<file path="config.mk">
export PLATFORM = sky130hd
export DESIGN_NAME = huffman_freq_counter
export DESIGN_NICKNAME = d
export VERILOG_FILES = /design/src/rtl/huffman_freq_counter.sv
export SDC_FILE = /design/constraint.sdc
export NUM_CORES = 1
export LEC_CHECK = 0
export BUFFER_PORTS_ARGS = -buffer_cell sky130_fd_sc_hd__buf_2
export CAP_MARGIN = 0
export CORE_ASPECT_RATIO = 2
export CORE_MARGIN = 4
export CORE_UTILIZATION = 55
export CTS_CLUSTER_DIAMETER = 60
export CTS_CLUSTER_SIZE = 40
export DETAILED_ROUTE_END_ITERATION = 6
export PLACE_DENSITY = 0.72
export SLEW_MARGIN = 40
export SYNTH_ARGS = -nofsm -noshare
export SYNTH_HDL_FRONTEND = slang
export SYNTH_SLANG_ARGS = --single-unit
</file>
<file path="constraint.sdc">
create_clock -name CLK -period 3.75 [get_ports CLK]
set_input_delay 0.1875 -clock CLK [delete_from_list [all_inputs] [get_ports CLK]]
set_output_delay 0.1875 -clock CLK [all_outputs]
set_load 0.005 [all_outputs]
</file>
<file path="src/rtl/huffman_freq_counter.sv">
// huffman_freq_counter
// Front end of the Huffman encoder. It builds a histogram of a block of
// SYM_W-bit symbols, then emits (symbol, frequency) pairs in ascending
// symbol order over a valid/ready handshake.
//
// Ports
//   CLK, nRST     clock (rising edge) and synchronous active-low reset
//   start         begin a new histogram (honoured only in IDLE)
//   sym_valid     sym carries a symbol this cycle
//   sym           input symbol
//   sym_last      marks the final symbol of the block
//   sym_ready     high while counting
//   busy          high while counting or dumping
//   out_valid     out_sym/out_freq hold a valid pair
//   out_ready     consumer accepts the pair
//   out_sym       symbol index of the current pair
//   out_freq      frequency of out_sym
//   out_last      current pair is the final pair emitted
//   total_count   symbols counted in the block (saturating)
//   done          one-cycle pulse after the final pair transfers
module huffman_freq_counter #(
  parameter int SYM_W     = 4,
  parameter int CNT_W     = 8,
  parameter int SKIP_ZERO = 1
) (
  input  logic                     CLK,
  input  logic                     nRST,
  input  logic                     start,
  input  logic                     sym_valid,
  input  logic [SYM_W-1:0]         sym,
  input  logic                     sym_last,
  output logic                     sym_ready,
  output logic                     busy,
  output logic                     out_valid,
  input  logic                     out_ready,
  output logic [SYM_W-1:0]         out_sym,
  output logic [CNT_W-1:0]         out_freq,
  output logic                     out_last,
  output logic [CNT_W+SYM_W-1:0]   total_count,
  output logic                     done
);

  localparam int NSYM = 2**SYM_W;

  typedef enum logic [1:0] {S_IDLE, S_COUNT, S_DUMP, S_DONE} state_t;

  state_t                   r_state;
  state_t                   w_next;
  logic [CNT_W-1:0]         r_bin [NSYM];
  logic [CNT_W+SYM_W-1:0]   r_total;
  logic [SYM_W-1:0]         r_idx;

  logic w_any_above;
  logic w_skip;
  logic w_valid;
  logic w_last;
  logic w_xfer;

  // Any nonzero bin strictly above the current index; decides out_last
  // when empty bins are suppressed.
  always_comb begin
    w_any_above = 1'b0;
    for (int unsigned j = 0; j < NSYM; j++) begin
      if ((SYM_W'(j) > r_idx) && (r_bin[SYM_W'(j)] != '0)) begin
        w_any_above = 1'b1;
      end
    end
  end

  always_comb begin
    w_skip  = (r_state == S_DUMP) && (SKIP_ZERO != 0) && (r_bin[r_idx] == '0);
    w_valid = (r_state == S_DUMP) && !w_skip;
    w_last  = w_valid && ((SKIP_ZERO != 0) ? !w_any_above : (r_idx == '1));
    w_xfer  = w_valid && out_ready;
  end

  always_comb begin
    sym_ready   = (r_state == S_COUNT);
    busy        = (r_state == S_COUNT) || (r_state == S_DUMP);
    out_valid   = w_valid;
    out_last    = w_last;
    out_sym     = r_idx;
    out_freq    = r_bin[r_idx];
    total_count = r_total;
    done        = (r_state == S_DONE);
  end

  always_comb begin
    w_next = r_state;
    case (r_state)
      S_IDLE:  if (start) w_next = S_COUNT;
      S_COUNT: if (sym_valid && sym_last) w_next = S_DUMP;
      S_DUMP:  if (w_xfer && w_last) w_next = S_DONE;
      S_DONE:  w_next = S_IDLE;
      default: w_next = S_IDLE;
    endcase
  end

  always_ff @(posedge CLK) begin
    if (!nRST) begin
      r_state <= S_IDLE;
    end else begin
      r_state <= w_next;
    end
  end

  always_ff @(posedge CLK) begin
    if (!nRST) begin
      for (int unsigned j = 0; j < NSYM; j++) begin
        r_bin[SYM_W'(j)] <= '0;
      end
      r_total <= '0;
      r_idx   <= '0;
    end else begin
      case (r_state)
        S_IDLE: begin
          if (start) begin
            for (int unsigned j = 0; j < NSYM; j++) begin
              r_bin[SYM_W'(j)] <= '0;
            end
            r_total <= '0;
          end
        end
        S_COUNT: begin
          if (sym_valid) begin
            if (r_bin[sym] != '1) r_bin[sym] <= r_bin[sym] + 1'b1;
            if (r_total != '1)    r_total    <= r_total + 1'b1;
            if (sym_last)         r_idx      <= '0;
          end
        end
        S_DUMP: begin
          // Index holds on the final transfer so the last pair stays visible.
          if (w_skip || (w_xfer && !w_last)) r_idx <= r_idx + 1'b1;
        end
        default: ;
      endcase
    end
  end

endmodule

</file>
==> results <==
- The summed negative setup slack over all endpoints is 0 ns.
- The finished cells cover 9660 µm².
- The total count of max-transition violations in the final report is 0.
- Gates resized during post-CTS repair numbered 0.
- Across the VDD grid, the largest voltage drop is 0.000490 V.
- The total number of cells along the worst setup path is 8.
- The final worst hold slack is 0.164 ns.
- The fraction of layout cells with a size suffix above 1 is 23.9%.
- During synthesis, Yosys emitted a total of 0 warnings.
- The H-tree was split into 4 levels.
- The clock sink count is 150.
- Leaving out fill and tap cells, the most frequent cell in the layout is sky130_fd_sc_hd__nor2_1.
- The number of search-and-repair iterations in the first detailed-routing pass is 7.
- For the pin with the worst max-slew slack, the measured transition is 0.694 ns.
- The portion of the post-synthesis area used by sequential elements is 49.7%.
- After detailed routing, the met3 layer carries approximately 2.3 mm of wire.
- The length in cells of the worst reg-to-reg path is 8.
- In this run, post-CTS hold repair placed 0 buffers.
- STA classifies the critical path endpoint as a primary output.
- The number of library cell types mapped by synthesis is 63.
- For this run, the total global-route usage over all layers was measured as 35.2%.
- The buffer type at the clock tree root is sky130_fd_sc_hd__clkbuf_16.
- The max capacitance violation total is 0.
- The insertion delay of the later-clocked pin in the worst-skew pair is 0.43 ns.
- The number of top-level pins is 39.
- The setup clock skew after layout is 0.0102 ns.
- Synthesis inferred 150 register bits.
- The largest buffer count on any clock path is 2.
- The largest total area in the synthesized netlist belongs to sky130_fd_sc_hd__edfxtp_1.
- Walking the worst path, the cells encountered are buf_4, nor2_1, a221oi_1, nor3_1, o22ai_1, nor4_4, nor3b_1, buf_2.
- The net count of the finished layout is 780.
- The count of standard-cell rows is 64.
- For this block, wires on met1 add up to 9.25 mm.
- The timing-limited maximum frequency is 287 MHz.
- Wire segments on met2 add up to 15.4 mm in the final route.
- In the layout the commonest cells are sky130_fd_sc_hd__nor2_1, sky130_fd_sc_hd__edfxtp_1, sky130_fd_sc_hd__mux4_2.
- The share of the clock period used by the worst path is 92.9%.
- The global-route wire length before repair is 43.0 mm.
- The register-to-register setup slack is about 0.46 ns.
- The flow ran to the end, and the final reports show no timing, DRC or antenna violations.
- For the finished layout, the period the worst path requires is 3.48 ns.
- Once placement finished, the instance area stood at around 9000 µm².
- Setup repair after global routing left no endpoint under its margin.
- The via count of the first global-routing pass is 6851.
- The via-per-instance ratio is 7.12.
- The clock input transition at the sequential cells of the worst setup and hold paths is 0.06 ns.
- The quantity of I/O buffers inserted on ports is 38.
- The routed design has 29.9 mm of wire.
- Post-CTS timing repair inserted 0 buffers for setup.
- The classification of the worst-slack hold path is input pin to flop.
- Routability-driven placement finished with a final weighted congestion of 1.05.
- The largest driver fanout on the critical path is 12.
- The top cell type by area accounts for 44.6% of the synthesized area.
- The effective utilization at floorplan is 56.0%.
- The initial antenna violation count was 1.
- After technology mapping, the gate count stands at 715.
- The total overflow left after global routing is 0.
- The layout overhead on the synthesized area is 12.1%.
- The flip-flop and latch area is between 4000 and 5000 µm².
- The post-synth net total is around 730.
- In this run the mean area of a mapped cell was ~12 µm².
- Summed over all nets, the half-perimeter wirelength after detailed placement is 23.5 mm.
- The worst setup path is of the flop to primary output kind.
- The top metal layer carrying routed signals is met4.
- In the final routed layout, each cell accounts on average for ~31 µm.
- The final route contains 6930 vias.
- STA puts the critical path data arrival time at 3.30 ns.
- The core region is 15400 µm².
- STA puts the critical path data required time at 3.56 ns.
- The final hold violation count is 0.
- The post-route DRC violation count is 0.
- The most critical setup path has its endpoint at out_last.
- The die covers 17900 µm².
- The detail route stage leaves a number of antenna-violating nets equal to 0.
- The post-layout instance count excluding filler cells is 973.
- On the worst path, the slowest cell contributes a delay of 0.55 ns.
- The cell area power density is 562 nW/µm².
- In the synthesized netlist the dominant register cell turns out to be sky130_fd_sc_hd__edfxtp_1.
- The die outline width is 96.5 µm.
- The fill cell instance count of the final layout is 1205.
- By area the synthesized netlist is led by sky130_fd_sc_hd__edfxtp_1, sky130_fd_sc_hd__mux4_2, sky130_fd_sc_hd__nor2_1.
- The TritonCTS clock tree is done.
- The analysis attributes to cell leakage a power of 0.00324 µW.
- The number of enable-type register cells in the synthesized netlist is 128.
- The multi-input logic area is 4040 µm².
- The combined buffer and inverter count along the critical path is 2.
- After synthesis, the share of flip-flops with an asynchronous set or reset is 0%.
- The remaining max-slew budget at the tightest pin is 53.6%.
- The largest net degree at the start of global routing is 37.
- The number of placed instances, taps included, is 940.
- The total power is 5430 µW.
- Among all stages on the critical path, the largest delay is contributed by sky130_fd_sc_hd__nor4_4.
- In this run the critical register-to-register path is captured at out_sym[0].
- After the first detailed-routing iteration, the DRC count stood at 782.
- The cell area that synthesis handed to floorplanning was 8620 µm².
- The number of endpoints failing setup at the final stage is 0.
- The kind of start point of the critical path is a flop.
- The die height is ~190 µm.
- The family with the most delay on the worst path is simple AND/OR/NAND/NOR gates.
- In this run, CTS created clock tree buffers numbering 17.
==> final cells by class <==
type	count	area share, %
repair buffers	73	5.08
multi-input cells	509	41.8
well taps	198	2.56
inverters	10	0.389
flip-flops and latches	150	44.4
clock inverters	7	0.479
diodes	1	0.0259
clock buffers	25	5.26
==> through the flow <==
stage               utilization, %  setup WS (ns)
floorplan                        -          0.422
global placement              59.1          0.387
detailed placement            59.2          0.355
CTS                           62.8          0.197
global route                  62.8         0.0855
finish                        62.8          0.266
==> sequential cells by signal, indices dropped and copies added, names as in the netlist, named ones only <==
signal       flops
r_state          2
total_count     12
r_bin          128
out_sym          4
==> worst min-delay path by stage <==
stage	from	end	cells past startpoint
2_1_floorplan	nRST	total_count[1]	2
4_1_cts	nRST	r_state[1]	3
3_5_place_dp	total_count[0]	total_count[0]	2
6_report	nRST	r_state[1]	3
5_1_grt	nRST	r_state[1]	3
3_3_place_gp	r_state[1]	r_state[1]	2
==> logic make-up after synthesis <==
kind of cell / synth area share (%)
flip-flops: 49.7
AND/OR/NAND/NOR: 18.3
multiplexers: 18.7
AO/OA/AOI/OAI: 6.81
adder cells (fa/ha/maj): 1.31
XOR/XNOR: 1.61
buffers and inverters: 3.57
==> Yosys cell counts, types with 6 or more instances <==
| cell type | number |
|---|---|
| sky130_fd_sc_hd__ha_1 | 9 |
| sky130_fd_sc_hd__nor4_1 | 29 |
| sky130_fd_sc_hd__xnor2_1 | 11 |
| sky130_fd_sc_hd__a21oi_1 | 15 |
| sky130_fd_sc_hd__or3_1 | 6 |
| sky130_fd_sc_hd__a22oi_1 | 6 |
| sky130_fd_sc_hd__edfxtp_1 | 128 |
| sky130_fd_sc_hd__mux2i_1 | 35 |
| sky130_fd_sc_hd__nand2_1 | 48 |
| sky130_fd_sc_hd__buf_2 | 15 |
| sky130_fd_sc_hd__nor3_1 | 20 |
| sky130_fd_sc_hd__buf_6 | 10 |
| sky130_fd_sc_hd__clkbuf_1 | 16 |
| sky130_fd_sc_hd__a221oi_1 | 16 |
| sky130_fd_sc_hd__o21ai_0 | 23 |
| sky130_fd_sc_hd__dfxtp_1 | 22 |
| sky130_fd_sc_hd__mux4_2 | 53 |
| sky130_fd_sc_hd__nand3_1 | 13 |
| sky130_fd_sc_hd__nor2_1 | 133 |
| sky130_fd_sc_hd__inv_1 | 9 |
| sky130_fd_sc_hd__nand2b_1 | 13 |
==> metal layers <==
layer  global-route usage (%)  vias to the layer above
met3                     6.02                      146
met4                     29.6                        0
met5                        0                        -
met2                     60.1                      523
met1                     36.1                     3403
li1                         -                     2858
==> tightest hold or removal path: cells and delay by family <==
family	cells	cell delay [ns]
buffers and inverters	1	0.19
muxes	1	0.05
and+or+nand+nor	1	0.10
==> report_power, final <==
| part | switching [µW] | internal [µW] | total, µW |
|---|---|---|---|
| clock | 666 | 942 | 1610 |
| combinational | 830 | 530 | 1360 |
| sequential | 308 | 2150 | 2460 |
| total | 1800 | 3630 | 5430 |
Power figures use the tool's default switching activity.
